## src/rtl/mem_port_arbiter.sv

```systemverilog
// Two-requester arbiter in front of a single-port BRAM: a read/write CPU port and a read-only
// infer/debug port share the memory with a fixed 3-cycle access and bounded CPU streaks.
module mem_port_arbiter #(
   parameter int ADDR_W       = 10,
   parameter int DATA_W       = 32,
   parameter int STARVE_LIMIT = 4
) (
   input  logic              fast_clk,
   input  logic              rst_n,
   input  logic              top_en,
   input  logic              cpu_req,
   input  logic              cpu_we,
   input  logic [ADDR_W-1:0] cpu_addr,
   input  logic [DATA_W-1:0] cpu_wdata,
   output logic              cpu_gnt,
   output logic              cpu_rvalid,
   output logic [DATA_W-1:0] cpu_rdata,
   input  logic              inf_req,
   input  logic [ADDR_W-1:0] inf_addr,
   output logic              inf_gnt,
   output logic              inf_rvalid,
   output logic [DATA_W-1:0] inf_rdata,
   output logic              mem_en,
   output logic              mem_we,
   output logic [ADDR_W-1:0] mem_addr,
   output logic [DATA_W-1:0] mem_wdata,
   input  logic [DATA_W-1:0] mem_rdata,
   output logic              busy
);

   localparam int STREAK_W = $clog2(STARVE_LIMIT + 1);
   localparam logic [STREAK_W-1:0] STREAK_MAX = STREAK_W'(STARVE_LIMIT);

   typedef enum logic [1:0] {
      IDLE    = 2'd0,
      CPU_ACC = 2'd1,
      INF_ACC = 2'd2,
      RESP    = 2'd3
   } state_t;

   state_t              state_reg, state_next;
   logic                owner_inf_reg, owner_inf_next;
   logic [ADDR_W-1:0]   addr_reg, addr_next;
   logic [DATA_W-1:0]   wdata_reg, wdata_next;
   logic                we_reg, we_next;
   logic [STREAK_W-1:0] streak_reg, streak_next;

   always_ff @(posedge fast_clk) begin
      if (!rst_n) begin
         state_reg     <= IDLE;
         owner_inf_reg <= 1'b0;
         addr_reg      <= '0;
         wdata_reg     <= '0;
         we_reg        <= 1'b0;
         streak_reg    <= '0;
      end else begin
         state_reg     <= state_next;
         owner_inf_reg <= owner_inf_next;
         addr_reg      <= addr_next;
         wdata_reg     <= wdata_next;
         we_reg        <= we_next;
         streak_reg    <= streak_next;
      end
   end

   always_comb begin
      state_next     = state_reg;
      owner_inf_next = owner_inf_reg;
      addr_next      = addr_reg;
      wdata_next     = wdata_reg;
      we_next        = we_reg;
      streak_next    = streak_reg;

      case (state_reg)
         IDLE: begin
            // The streak only measures CPU wins while the infer port is actually waiting.
            if (!inf_req) begin
               streak_next = '0;
            end
            if (top_en && (cpu_req || inf_req)) begin
               if (inf_req && (!cpu_req || streak_reg >= STREAK_MAX)) begin
                  state_next     = INF_ACC;
                  owner_inf_next = 1'b1;
                  addr_next      = inf_addr;
                  wdata_next     = '0;
                  we_next        = 1'b0;
                  streak_next    = '0;
               end else begin
                  state_next     = CPU_ACC;
                  owner_inf_next = 1'b0;
                  addr_next      = cpu_addr;
                  wdata_next     = cpu_wdata;
                  we_next        = cpu_we;
                  if (inf_req && streak_reg < STREAK_MAX) begin
                     streak_next = streak_reg + 1'b1;
                  end
               end
            end
         end
         CPU_ACC: state_next = RESP;
         INF_ACC: state_next = RESP;
         RESP:    state_next = IDLE;
         default: state_next = IDLE;
      endcase
   end

   assign cpu_gnt    = (state_reg == CPU_ACC);
   assign inf_gnt    = (state_reg == INF_ACC);
   assign mem_en     = cpu_gnt || inf_gnt;
   assign mem_we     = cpu_gnt && we_reg;
   assign mem_addr   = addr_reg;
   assign mem_wdata  = wdata_reg;
   assign cpu_rvalid = (state_reg == RESP) && !owner_inf_reg;
   assign inf_rvalid = (state_reg == RESP) && owner_inf_reg;
   assign busy       = (state_reg != IDLE);

   logic [1:0]        port_rvalid;
   logic [DATA_W-1:0] port_rdata [2];

   assign port_rvalid = {inf_rvalid, cpu_rvalid};

   // Read data is passed straight through in RESP so it lines up with rvalid, and is
   // captured at the same time so the port keeps showing it until its next read.
   genvar gi;
   generate
      for (gi = 0; gi < 2; gi++) begin : g_port
         logic [DATA_W-1:0] rdata_reg;
         logic              capture;

         assign capture = port_rvalid[gi] && !we_reg;

         always_ff @(posedge fast_clk) begin
            if (!rst_n) begin
               rdata_reg <= '0;
            end else if (capture) begin
               rdata_reg <= mem_rdata;
            end
         end

         assign port_rdata[gi] = capture ? mem_rdata : rdata_reg;
      end
   endgenerate

   assign cpu_rdata = port_rdata[0];
   assign inf_rdata = port_rdata[1];

endmodule
```

## config.mk

```make
export PLATFORM = sky130hd
export DESIGN_NAME = mem_port_arbiter
export DESIGN_NICKNAME = d
export VERILOG_FILES = /design/src/rtl/mem_port_arbiter.sv
export SDC_FILE = /design/constraint.sdc
export NUM_CORES = 1
export LEC_CHECK = 0
export CELL_PAD_IN_SITES_DETAIL_PLACEMENT = 2
export CELL_PAD_IN_SITES_GLOBAL_PLACEMENT = 2
export CORE_AREA = 2 2 145 119
export CTS_BUF_LIST = sky130_fd_sc_hd__clkbuf_2
export DETAILED_ROUTE_END_ITERATION = 10
export DIE_AREA = 0 0 147 121
export PLACE_DENSITY_LB_ADDON = 0.1
export SYNTH_ARGS = -nofsm -noshare
export SYNTH_HDL_FRONTEND = slang
export SYNTH_SLANG_ARGS = --single-unit
```

## constraint.sdc

```tcl
create_clock -name fast_clk -period 3.9 [get_ports fast_clk]
set_input_delay 0.585 -clock fast_clk [delete_from_list [all_inputs] [get_ports fast_clk]]
set_output_delay 0.585 -clock fast_clk [all_outputs]
set_load 0.02 [all_outputs]
```

# Word-level counts from Yosys, hierarchy flattened
# Index checks and enable logic that the tools add are counted.
# word_totals
ff_bits	113
latchBits	0
mem_bits_rw	0
mem_bits_ro	0
in_bits	90
output_inout_bits	113
elab_cells	46
memories	0
# classes
addsub	1
mul	0
div_mod_pow	0
n_lt_le_gt_ge	2
eq_ne	4
n_shift	0
n_mux	13
n_bitwise	0
reduce_logical	18
# op_table
cell	count
two-way mux 32 bit	3
two-way mux 3 bit	4
two-way mux 10 bit	1
logical AND 1 bit	8
case mux 2 bit (3 select lines)	1
== test 2 bit, second input constant	2
two-way mux 2 bit	2
adder 3 x 1 -> 3 bit, second input constant	1
greater-or-equal comparator 3 bit, second input constant	1
zero test 1 bit	3
logical OR 1 bit	3
less-than comparator 3 bit, second input constant	1
== test 2 x 1 -> 1 bit, second input constant	1
zero test 2 bit	1
two-way mux 1 bit	2
!= test 2 bit, second input constant	1
AND reduction 2 bit	1
nonzero test 2 bit	1
OR reduction 2 bit	1

# Longest topological paths before layout
# Gate-level depths: netlist of the first run.
# logic_depth
ltp_word	6
ltp_mapped	7
depth_no_buf	5

# Worst setup path after synthesis of the first run
# No wires, ideal clock.
# synth_path
path_kind	reg-to-output
from	reg state_reg[0]
to	out cpu_rdata[10]
t_arrival_ns	1.468
required_time_ns	3.315
setup_slack_ns	1.847
stages_incl_launch_ff	5
n_path_buf	1
cell_sequence	dfxtp_1 ha_1 nor3b_4 buf_6 mux2_1
# synth_via
elab_chain_cells	4
# synth_rtl
item	line	text
start, declared	41	state_t state_reg, state_next;
start signal, assigned	57	state_reg <= state_next;
== test 2 bit	113	assign cpu_rvalid = (state_reg == RESP) && !owner_inf_reg;
logical AND 1 bit	113	
logical AND 1 bit	130	assign capture = port_rvalid[gi] && !we_reg;
two-way mux 32 bit	-	
end, declared	17	output logic [DATA_W-1:0] cpu_rdata,
# Every way passes these cells.

# Worst setup path after layout of the first run
# layout_path
from	reg state_reg[1]
to	out inf_rdata[6]
# layout_via
elab_chain_cells	4
# layout_rtl
item	line	text
== test 2 bit	114	assign inf_rvalid = (state_reg == RESP) && owner_inf_reg;
logical AND 1 bit	114	
logical AND 1 bit	130	
two-way mux 32 bit	-	
end, declared	22	output logic [DATA_W-1:0] inf_rdata,
# Every way passes these cells.

==> metrics.csv, run 1 <==
stage,metric,value,unit
global_route,first-pass GRT wire length,22700,um
clocking,CTS tree,built,
worst_setup_path,CP Cell Sequence,"ha_1, nand3b_2, buf_12, mux2_4, clkdlybuf4s50_1",
synth,mapped cell area,4470,um^2
worst_setup_path,critical path required time,3.31,ns
drt,Final ANT Viol Nets,0,
cells_and_area,layout cells sized above 1,13.0,%
timing,Max Fclk,0.281,GHz
drt,Via-to-Cell Ratio,4.46,
drt,DR vias,3651,
drt,met1 WL,6050,um
floorplan,Die Ht,121,um
global_route,largest net degree at the start of global routing,46,
synth,post-synth net total,482,
worst_setup_path,CP max stage cell,clkdlybuf4s50_1,
global_route,remaining global-route overflow,0,
power_and_ir_drop,total power,3.22,mW
clocking,cts bufs inserted,17,
power_and_ir_drop,static leakage,2.85,nW
drt,Detail Route met3 WL,1190,um
timing,worst slew margin relative to its limit,42.7,%
cells_and_area,"commonest non-fill, non-tap cell in the layout",clkdlybuf4s50_1,
timing,Setup Viol. Count Final,0,
drt,DR WL met2,7030,um
drt,Routed wire per std cell,17.6,um
cells_and_area,area of the multi-input gates,2030,um^2
clocking,Root Buffer,clkbuf_2,
timing,RSZ-0062 raised after global routing,no,
floorplan,Die Area,17800,um^2
timing,setup TNS after final layout,0,ns
synth,sequential area share after synthesis,50.6,%
cells_and_area,Layout area overhead,55.5,%
worst_setup_path,"delay-heaviest family, CP",buffers and inverters,
worst_hold_path,hold depth,2,
drt,drt pass-1 iters,4,
cells_and_area,fin nets,680,
drt,Iteration-0 DRC Markers,104,
outcome,status,"finished, final reports clean",
worst_setup_path,critical path class,flip-flop to output pin,
worst_setup_path,CP Capture Type,output pin,
global_route,total track usage,16.5,%
worst_hold_path,HP Class,primary input to flip-flop,
timing,hold slack final,0.450,ns
synth,Netlist cell types,30,
flow_run,Max-cap violations,0,
synth,Yosys warning total,0,
worst_setup_path,RR Startpoint,state_reg[1]$_SDFFE_PN0P_,
drt,DRT Wirelength,14400,um
timing,clock skew,0.0400,ns
cells_and_area,most frequent cells in the layout,"clkdlybuf4s50_1 (201), dfxtp_1 (113), and2_1 (66), a22o_1 (33)",
floorplan,Die Width,147,um
drt,DR top layer,met4,
cells_and_area,Sequential Area,2260,um^2
floorplan,IO Count,203,
clocking,maximum clock insertion buffer count,2,
worst_setup_path,"Arr. time, crit path",2.98,ns
clocking,cts repair resizes,0,
worst_hold_path,Worst Hold End,streak_reg[1]$_SDFFE_PN0P_,
worst_setup_path,crit path launch type,flip-flop,
worst_setup_path,Crit path largest cell delay,0.55,ns
clocking,Clock transition at path regs,0.21,ns
clocking,clk sink count,113,
worst_hold_path,Hold Startpoint,rst_n,
clocking,cts-stage hold buffer count,0,
floorplan,row cnt,42,
worst_setup_path,crit path buf inv count,2,
synth,Mapped Cells,387,
timing,final period utilization,91.3,%
clocking,Setup Buffers After CTS,0,
power_and_ir_drop,power per cell area,463,nW/um^2
floorplan,core box area,16300,um^2
worst_setup_path,CP Max Fanout,21,
worst_setup_path,FF-to-FF End,mem_wdata[28]$_SDFFE_PN0P_,
cells_and_area,max reg flops,64,
place,Detail Placement HPWL,10400,um
worst_setup_path,Reg2Reg Setup Slack,1.76,ns
cells_and_area,antenna cells,0,
global_route,initial antenna violation count,0,
cells_and_area,number of fill cells in the layout,1709,
place,PortBufs,202,
timing,final hold vios,0,
timing,fin. max-slew vios,0,
place,GP Congestion,0.700,
drt,drc violations,0,
worst_setup_path,Reg2Reg Depth,6,
timing,Worst Tran Pin Value,0.857,ns
timing,Period minus WS final,3.56,ns
clocking,H-tree depth,4,
clocking,clock latency on the worst-skew pair,0.67,ns
synth,number of synthesized register bits,113,
global_route,number of global-route vias before repair,4168,
floorplan,Initial Util,27.5,%
synth,syn_area_per_cell,11.6,um^2
power_and_ir_drop,Max VDD drop,0.166,mV
cell type report:
type,count,share of cell area (%)
inverters,4,0.216
repair buffers,209,29.9
well taps,220,3.96
flip-flops and latches,113,32.5
clock inverters,15,2.99
clock buffers,17,1.22
multi-input cells,240,29.2
metal layers:
| metal | global-route usage [%] | up-vias |
|---|---|---|
| met5 | 0 | - |
| met1 | 19.0 | 1760 |
| met2 | 28.3 | 122 |
| met3 | 7.44 | 6 |
| met4 | 4.15 | 0 |
| li1 | - | 1763 |
cell usage after synthesis:
library cell / number / area [um^2]
a21boi_0: 3 / 22.5
mux2_2: 4 / 45.0
a21oi_1: 1 / 5.00
nand2b_1: 2 / 12.5
o211a_1: 1 / 10.0
nand4_1: 2 / 12.5
nand3_1: 13 / 65.1
nor2b_1: 3 / 18.8
a21oi_2: 1 / 8.76
nand2_1: 3 / 11.3
a22o_1: 33 / 289
and2_1: 66 / 413
nor3b_4: 1 / 18.8
buf_6: 6 / 67.6
nand3b_2: 1 / 11.3
inv_1: 4 / 15.0
nor3_1: 1 / 5.00
nor4_1: 1 / 6.26
buf_2: 10 / 50.1
mux2_1: 30 / 338
dfxtp_1: 113 / 2260
nand3b_1: 1 / 7.51
o21ai_0: 23 / 115
ha_1: 5 / 62.6
mux2_4: 30 / 450
or3_1: 1 / 6.26
a31oi_1: 11 / 68.8
o21a_1: 2 / 15.0
a32oi_1: 1 / 8.76
clkbuf_1: 14 / 52.6
how the worst max path moves through the flow:
stage,from,end,slack [ns],depth (start not counted)
final,state_reg[1]$_SDFFE_PN0P_,inf_rdata[6],0.34,5
after global routing,state_reg[1]$_SDFFE_PN0P_,inf_rdata[6],0.08,5
after CTS,state_reg[1]$_SDFFE_PN0P_,inf_rdata[6],0.18,5
after detailed placement,state_reg[0]$_SDFFE_PN0P_,inf_rdata[6],1.01,5
after global placement,state_reg[0]$_SDFFE_PN0P_,inf_rdata[2],1.09,5
after floorplan,state_reg[0]$_SDFFE_PN0P_,cpu_rdata[10],1.85,4
cell families (layout without fill, tap and decap cells):
logic type | Yosys count | after routing | share of synthesized area (%)
compound gates | 76 | 76 | 12.1
fa+ha+maj | 5 | 5 | 1.40
buf+inv | 34 | 245 | 4.14
flops | 113 | 113 | 50.6
mux | 64 | 64 | 18.6
simple gates | 95 | 95 | 13.1
through the flow:
stage	setup slack, ns	util [%]	instance area, um^2	std cells
floorplan	1.85	-	4470	387
global placement	1.09	40.9	6660	786
detailed placement	1.01	40.9	6660	786
CTS	0.176	42.7	6960	818
global route	0.0817	42.7	6960	818
finish	0.339	42.7	6960	818
where the power goes:
| group | total, mW | internal (mW) | switching (mW) |
|---|---|---|---|
| registers | 1.32 | 1.26 | 0.0595 |
| clock network | 0.931 | 0.431 | 0.499 |
| logic | 0.970 | 0.464 | 0.506 |
worst reg2reg max path: cells and delay by family (launching register included):
kind | cells | cell delay, ns
fa+ha+maj | 1 | 0.37
buf+inv | 2 | 0.36
compound gates | 2 | 0.84
flops | 1 | 0.39
simple gates | 1 | 0.08
No activity file was read; power rests on OpenSTA's default activity.
==> run 2, diff against run 1 <==
--- a/config.mk
+++ b/config.mk
@@ -5,12 +5,14 @@
 export SDC_FILE = /design/constraint.sdc
 export NUM_CORES = 1
 export LEC_CHECK = 0
+export ABC_AREA = 1
+export CAP_MARGIN = 10
 export CELL_PAD_IN_SITES_DETAIL_PLACEMENT = 2
 export CELL_PAD_IN_SITES_GLOBAL_PLACEMENT = 2
-export CORE_AREA = 2 2 145 119
+export CORE_AREA = 2 2 161 131
 export CTS_BUF_LIST = sky130_fd_sc_hd__clkbuf_2
 export DETAILED_ROUTE_END_ITERATION = 10
-export DIE_AREA = 0 0 147 121
+export DIE_AREA = 0 0 163 133
 export PLACE_DENSITY_LB_ADDON = 0.1
 export SYNTH_ARGS = -nofsm -noshare
 export SYNTH_HDL_FRONTEND = slang
==> run 2 against run 1 <==
Die area up 22%; via count up 35%; wire length up 18%; register-to-register slack better by 0.07 ns; combinational power down 46%; first-iteration DRC count up 61%; critical path depth up 3; utilization down 6.5 points; sequential share of layout area down 1.7 points; area after synthesis up 6.0%; final cell count up 42%; sequential cell count unchanged.
==> metrics.csv, run 2 <==
stage,metric,value,unit,change
clocking,cts-stage hold buffer count,0,,unchanged
cells_and_area,Final Cell Area,7340,um^2,was 6960 um^2
power_and_ir_drop,Switching Share,28.8,%,was 33.1%
worst_setup_path,CP Max Fanout,32,,was 21
synth,Synth area leader,dfxtp_1,,unchanged
floorplan,Die Width,163,um,was 147 um
drt,Iteration-0 DRC Markers,167,,was 104
timing,worst slew margin relative to its limit,37.2,%,was 42.7%
floorplan,IO Count,203,,unchanged
synth,Post-synth top cells,"nand2_1 (154), inv_1 (140), dfxtp_1 (113), nor2_1 (69), o21ai_0 (68)",,"was dfxtp_1 (113), and2_1 (66), a22o_1 (33), mux2_1 (30), mux2_4 (30)"
timing,Max Fclk,0.284,GHz,was 0.281 GHz
synth,"Top FF cell, synth",dfxtp_1,,unchanged
clocking,clock latency on the worst-skew pair,0.68,ns,was 0.67 ns
synth,syn_area_per_cell,6.88,um^2,was 11.6 um^2
power_and_ir_drop,power per cell area,381,nW/um^2,was 463 nW/um^2
worst_setup_path,critical path required time,3.31,ns,about the same
worst_setup_path,crit path launch type,flip-flop,,unchanged
clocking,Root Buffer,clkbuf_2,,unchanged
flow_run,Max-cap violations,0,,unchanged
drt,Final ANT Viol Nets,0,,unchanged
timing,Worst Tran Pin Value,0.938,ns,was 0.857 ns
clocking,cts bufs inserted,17,,unchanged
timing,final period utilization,90.4,%,was 91.3%
global_route,first-pass GRT wire length,27300,um,was 22700 um
clocking,H-tree depth,4,,unchanged
global_route,number of global-route vias before repair,5402,,was 4168
drt,drc violations,0,,unchanged
drt,Routed wire per std cell,14.6,um,was 17.6 um
clocking,CTS tree,built,,unchanged
timing,setup TNS after final layout,0,ns,unchanged
floorplan,Initial Util,23.4,%,was 27.5%
synth,Netlist cell types,14,,was 30
cells_and_area,fin nets,974,,was 680
place,PortBufs,202,,unchanged
timing,fin. max-slew vios,0,,unchanged
timing,final hold vios,0,,unchanged
floorplan,core box area,20300,um^2,was 16300 um^2
drt,Via-to-Cell Ratio,4.24,,was 4.46
timing,Setup Viol. Count Final,0,,unchanged
clocking,Clock transition at path regs,0.21,ns,about the same
power_and_ir_drop,Reg power frac,43.9,%,was 41.0%
global_route,remaining global-route overflow,0,,unchanged
global_route,initial antenna violation count,1,,was 0
worst_setup_path,CP Capture Type,output pin,,unchanged
cells_and_area,layout cells sized above 1,4.93,%,was 13.0%
place,placed cell areas,6990,um^2,was 6660 um^2
synth,"top cells by area, synth","dfxtp_1 (48%), nand2_1 (12%), inv_1 (11%)",,"was dfxtp_1 (51%), mux2_4 (10%), and2_1 (9.2%)"
clocking,maximum clock insertion buffer count,2,,unchanged
clocking,clk sink count,113,,unchanged
timing,RSZ-0062 raised after global routing,no,,unchanged
cells_and_area,"commonest non-fill, non-tap cell in the layout",clkdlybuf4s50_1,,unchanged
power_and_ir_drop,Max VDD drop,0.160,mV,was 0.166 mV
drt,DR vias,4923,,was 3651
worst_hold_path,HP Class,primary input to flip-flop,,unchanged
cells_and_area,Layout area overhead,54.8,%,was 55.5%
worst_setup_path,"Arr. time, crit path",2.94,ns,was 2.98 ns
drt,drt pass-1 iters,4,,unchanged
floorplan,row cnt,47,,was 42
synth,Post-synth EDFFs,0,,unchanged
floorplan,Die Area,21700,um^2,was 17800 um^2
power_and_ir_drop,static leakage,3.62,nW,was 2.85 nW
power_and_ir_drop,Logic pwr share,18.8,%,was 30.1%
timing,Period minus WS final,3.53,ns,was 3.56 ns
outcome,status,"finished, final reports clean",,unchanged
synth,Yosys warning total,0,,unchanged
cells_and_area,max reg flops,64,,unchanged
synth,mapped cell area,4740,um^2,was 4470 um^2
worst_setup_path,critical path class,flip-flop to output pin,,unchanged
global_route,largest net degree at the start of global routing,83,,was 46
timing,clock skew,0.0384,ns,was 0.0400 ns
synth,Mapped Cells,689,,was 387
floorplan,Die Ht,133,um,was 121 um
place,Detail Placement HPWL,12500,um,was 10400 um
power_and_ir_drop,power share of the clock group,37.3,%,was 28.9%
power_and_ir_drop,Sw Pwr,805,uW,was 1.07 mW
power_and_ir_drop,internal power,1.99,mW,was 2.16 mW
synth,most common cell in the netlist,nand2_1,,was dfxtp_1
synth,Synth async-reset ratio,0,%,unchanged
cells_and_area,most frequent cells in the layout,"clkdlybuf4s50_1 (202), nand2_1 (152), inv_1 (140), dfxtp_1 (113), nor2_1 (69)",,"was clkdlybuf4s50_1 (201), dfxtp_1 (113), and2_1 (66), a22o_1 (33)"
place,GP Congestion,0.769,,was 0.700
synth,number of synthesized register bits,113,,unchanged
synth,sequential area share after synthesis,47.7,%,was 50.6%
drt,DRT Wirelength,17000,um,was 14400 um
global_route,total track usage,16.0,%,was 16.5%
synth,post-synth net total,784,,was 482
synth,Yosys top cell area share,47.7,%,was 50.6%
==> run 2: cells by family (layout without fill, tap and decap cells) <==
family                   count (synthesis)  in the layout  share of synthesized area (%)
buffers and inverters                  180            383                           15.3
other                                    0              1                              0
adder cells (fa/ha/maj)                  5              5                           1.32
flip-flops                             113            113                           47.7
AND/OR/NAND/NOR                        275            275                           23.4
AO/OA/AOI/OAI                          116            116                           12.2
==> run 2: worst max-delay path: stages, from the launching register on <==
cell	delay, ns
dfxtp_1	0.43
ha_1	0.19
inv_1	0.04
nor2_1	0.20
nand2_4	0.23
buf_4	0.27
o21ai_0	0.28
inv_1	0.07
clkdlybuf4s50_1	0.54
==> run 2: layer usage <==
metal / global-route usage, % / share of wire (%) / vias up
li1: - / - / 2460
met1: 19.2 / 44 / 2337
met2: 27.5 / 49 / 110
met3: 4.73 / 5.5 / 16
met4: 4.82 / 1.2 / 0
met5: 0 / 0 / -
==> run 2: worst paths after layout <==
path | startpoint | end | slack, ns | depth (start not counted)
hold / removal | cpu_wdata[14] | mem_wdata[14]$_SDFFE_PN0P_ | 0.45 | 3
setup reg to reg | state_reg[1]$_SDFFE_PN0P_ | mem_wdata[10]$_SDFFE_PN0P_ | 1.83 | 7
hold reg to reg | mem_wdata[26]$_SDFFE_PN0P_ | mem_wdata[26]$_SDFFE_PN0P_ | 0.48 | 2
setup / recovery | state_reg[1]$_SDFFE_PN0P_ | cpu_rdata[22] | 0.37 | 8
==> run 2: cell type report <==
class | instances | area [um^2]
clock inverters | 14 | 236
fillers | 2362 | 12900
inverters | 142 | 534
well taps | 269 | 337
diodes | 1 | 2.50
multi-input cells | 396 | 1780
repair buffers | 209 | 2100
clock buffers | 18 | 90.1
flip-flops and latches | 113 | 2260
==> run 2: repair_timing <==
item / in CTS / in global routing
gates resized for setup: 1 / 2
setup buffers: 0 / 0
setup endpoints to repair: 9 / 18
==> run 2: power groups by stage <==
stage / clock (mW) / sequential [mW] / combinational (mW)
5_1_grt: 1.15 / 1.23 / 0.576
3_3_place_gp: 0 / 1.25 / 0.519
2_1_floorplan: 0 / 1.29 / 0.226
6_report: 1.04 / 1.23 / 0.525
4_1_cts: 1.10 / 1.23 / 0.536
3_5_place_dp: 0 / 1.25 / 0.533
==> run 2: metrics by stage <==
| stage | util, % | std cells | hold slack (ns) | setup slack, ns | total power [mW] |
|---|---|---|---|---|---|
| floorplan | - | 689 | 0.435 | 1.65 | 1.51 |
| global placement | 34.5 | 1129 | 0.452 | 0.894 | 1.77 |
| detailed placement | 34.5 | 1129 | 0.458 | 0.733 | 1.78 |
| CTS | 36.1 | 1161 | 0.338 | 0.0750 | 2.87 |
| global route | 36.2 | 1162 | 0.354 | 0.00484 | 2.96 |
| finish | 36.2 | 1162 | 0.452 | 0.374 | 2.80 |
==> run 3, diff against run 2 <==
--- a/config.mk
+++ b/config.mk
@@ -9,10 +9,10 @@
 export CAP_MARGIN = 10
 export CELL_PAD_IN_SITES_DETAIL_PLACEMENT = 2
 export CELL_PAD_IN_SITES_GLOBAL_PLACEMENT = 2
-export CORE_AREA = 2 2 161 131
+export CORE_AREA = 2 2 185 114
 export CTS_BUF_LIST = sky130_fd_sc_hd__clkbuf_2
 export DETAILED_ROUTE_END_ITERATION = 10
-export DIE_AREA = 0 0 163 133
+export DIE_AREA = 0 0 187 116
 export PLACE_DENSITY_LB_ADDON = 0.1
 export SYNTH_ARGS = -nofsm -noshare
 export SYNTH_HDL_FRONTEND = slang
==> run 3 against run 2 <==
Clock-buffer cell count rose by 1; sequential cell count stayed put; critical path depth stayed put; global-route usage increased by 0.33 points; clock skew grew 0.0052 ns; sequential share of layout area is 0.27 points higher; register-to-register slack improved by 0.02 ns; cell area fell by 0.87%; critical path type unchanged; hold slack worse by 0.0074 ns; combinational power fell by 0.8%.
==> metrics.csv, run 3 (synthesis results as in run 2) <==
stage,metric,value,unit,change
clocking,maximum clock insertion buffer count,2,,unchanged
power_and_ir_drop,static leakage,3.59,nW,was 3.62 nW
floorplan,Die Ht,116,um,was 133 um
timing,setup TNS after final layout,0,ns,unchanged
worst_setup_path,"Arr. time, crit path",2.95,ns,was 2.94 ns
clocking,clk sink count,113,,unchanged
place,GP Congestion,0.773,,was 0.769
timing,Max Fclk,0.283,GHz,was 0.284 GHz
cells_and_area,max reg flops,64,,unchanged
global_route,largest net degree at the start of global routing,56,,was 83
drt,drt pass-1 iters,4,,unchanged
place,Detail Placement HPWL,12700,um,was 12500 um
timing,final period utilization,90.7,%,was 90.4%
worst_setup_path,critical path required time,3.31,ns,about the same
floorplan,row cnt,40,,was 47
drt,DRT Wirelength,17200,um,was 17000 um
floorplan,Die Width,187,um,was 163 um
power_and_ir_drop,power per cell area,367,nW/um^2,was 381 nW/um^2
worst_hold_path,HP Class,primary input to flip-flop,,unchanged
clocking,clock latency on the worst-skew pair,0.69,ns,was 0.68 ns
cells_and_area,"commonest non-fill, non-tap cell in the layout",clkdlybuf4s50_1,,unchanged
global_route,first-pass GRT wire length,27900,um,was 27300 um
clocking,Clock transition at path regs,0.21,ns,about the same
clocking,H-tree depth,4,,unchanged
cells_and_area,fin nets,973,,was 974
global_route,total track usage,16.3,%,was 16.0%
timing,final hold vios,0,,unchanged
global_route,initial antenna violation count,0,,was 1
power_and_ir_drop,Sw Pwr,803,uW,was 805 uW
timing,Worst Tran Pin Value,0.937,ns,was 0.938 ns
drt,Iteration-0 DRC Markers,134,,was 167
worst_setup_path,critical path class,flip-flop to output pin,,unchanged
floorplan,Die Area,21700,um^2,about the same
clocking,CTS tree,built,,unchanged
drt,Via-to-Cell Ratio,4.25,,was 4.24
power_and_ir_drop,total power,2.67,mW,was 2.80 mW
power_and_ir_drop,Max VDD drop,0.172,mV,was 0.160 mV
clocking,Root Buffer,clkbuf_2,,unchanged
power_and_ir_drop,Switching Share,30.1,%,was 28.8%
worst_setup_path,crit path launch type,flip-flop,,unchanged
global_route,number of global-route vias before repair,5497,,was 5402
place,PortBufs,202,,unchanged
timing,clock skew,0.0436,ns,was 0.0384 ns
timing,fin. max-slew vios,0,,unchanged
floorplan,IO Count,203,,unchanged
flow_run,Max-cap violations,0,,unchanged
drt,Final ANT Viol Nets,0,,unchanged
worst_setup_path,CP Capture Type,output pin,,unchanged
timing,worst slew margin relative to its limit,37.3,%,was 37.2%
cells_and_area,most frequent cells in the layout,"clkdlybuf4s50_1 (202), nand2_1 (152), inv_1 (140), dfxtp_1 (113), nor2_1 (69)",,unchanged
drt,drc violations,0,,unchanged
drt,Routed wire per std cell,14.7,um,was 14.6 um
power_and_ir_drop,Logic pwr share,19.5,%,was 18.8%
power_and_ir_drop,internal power,1.87,mW,was 1.99 mW
cells_and_area,Layout area overhead,53.4,%,was 54.8%
timing,Setup Viol. Count Final,0,,unchanged
power_and_ir_drop,power share of the clock group,34.5,%,was 37.3%
global_route,remaining global-route overflow,0,,unchanged
clocking,cts bufs inserted,17,,unchanged
drt,DR vias,4950,,was 4923
power_and_ir_drop,Reg power frac,46.0,%,was 43.9%
floorplan,core box area,19900,um^2,was 20300 um^2
worst_setup_path,Reg2Reg Setup Slack,1.85,ns,was 1.83 ns
cells_and_area,layout cells sized above 1,4.94,%,was 4.93%
timing,Period minus WS final,3.54,ns,was 3.53 ns
timing,RSZ-0062 raised after global routing,no,,unchanged
floorplan,Initial Util,23.9,%,was 23.4%
worst_setup_path,CP Max Fanout,44,,was 32
outcome,status,"finished, final reports clean",,unchanged
## run 3: power by group through the flow
stage	Clock, mW	Combinational (mW)	Sequential, mW
global route	1.03	0.572	1.24
global placement	0	0.514	1.25
floorplan	0	0.226	1.29
finish	0.920	0.521	1.23
detailed placement	0	0.528	1.25
CTS	0.971	0.531	1.23
## run 3: per-stage QoR
stage               utilization (%)  setup WS, ns  cell area, um^2  std cells  hold slack [ns]
floorplan                         -          1.65             4740        689            0.435
global placement               35.1         0.968             6980       1132            0.450
detailed placement             35.1         0.875             6980       1132            0.464
CTS                            36.5        0.0662             7260       1164            0.350
global route                   36.6        0.0380             7270       1164            0.360
finish                         36.6         0.363             7270       1165            0.444
## run 3: layout make-up
class                      count  area (um^2)
inverter                     142          534
tap                          273          342
fill                        2350        12600
antenna                        1         2.50
timing repair buffer         208         2080
clock inverter                13          188
sequential                   113         2260
multi-input combinational    396         1770
clock buffer                  19         95.1
## run 3: timing repair
action                                  4_1_cts  5_1_grt
gates resized for setup                       0        3
buffers inserted                              0        0
hold buffers                                  0        0
endpoints found under the hold margin         0        0
endpoints found under the setup margin        0       36
## run 3: per-layer routing
metal	routed length [um]	share of wire, %	track usage, %	vias to the layer above
met1	8110	47	20.4	2344
li1	-	-	-	2465
met3	1080	6.3	5.27	20
met4	265	1.5	6.56	0
met2	7700	45	26.4	121
met5	0	0	0	-
## run 3: path summary, 6_finish.rpt
| check | start | to | cells after the start |
|---|---|---|---|
| worst max register to register | state_reg[0]$_SDFFE_PN0P_ | mem_wdata[5]$_SDFFE_PN0P_ | 7 |
| worst max-delay path | state_reg[1]$_SDFFE_PN0P_ | cpu_rdata[14] | 8 |
| worst min register to register | mem_wdata[27]$_SDFFE_PN0P_ | mem_wdata[27]$_SDFFE_PN0P_ | 2 |
| worst min-delay path | cpu_wdata[7] | mem_wdata[7]$_SDFFE_PN0P_ | 3 |
## run 3: worst max-delay path, cell delays in order, from the launching register on
cell	delay (ns)
dfxtp_1	0.42
ha_1	0.18
inv_1	0.05
nor2_1	0.19
nand2_4	0.19
buf_6	0.25
o21ai_0	0.29
inv_1	0.13
clkdlybuf4s50_1	0.57
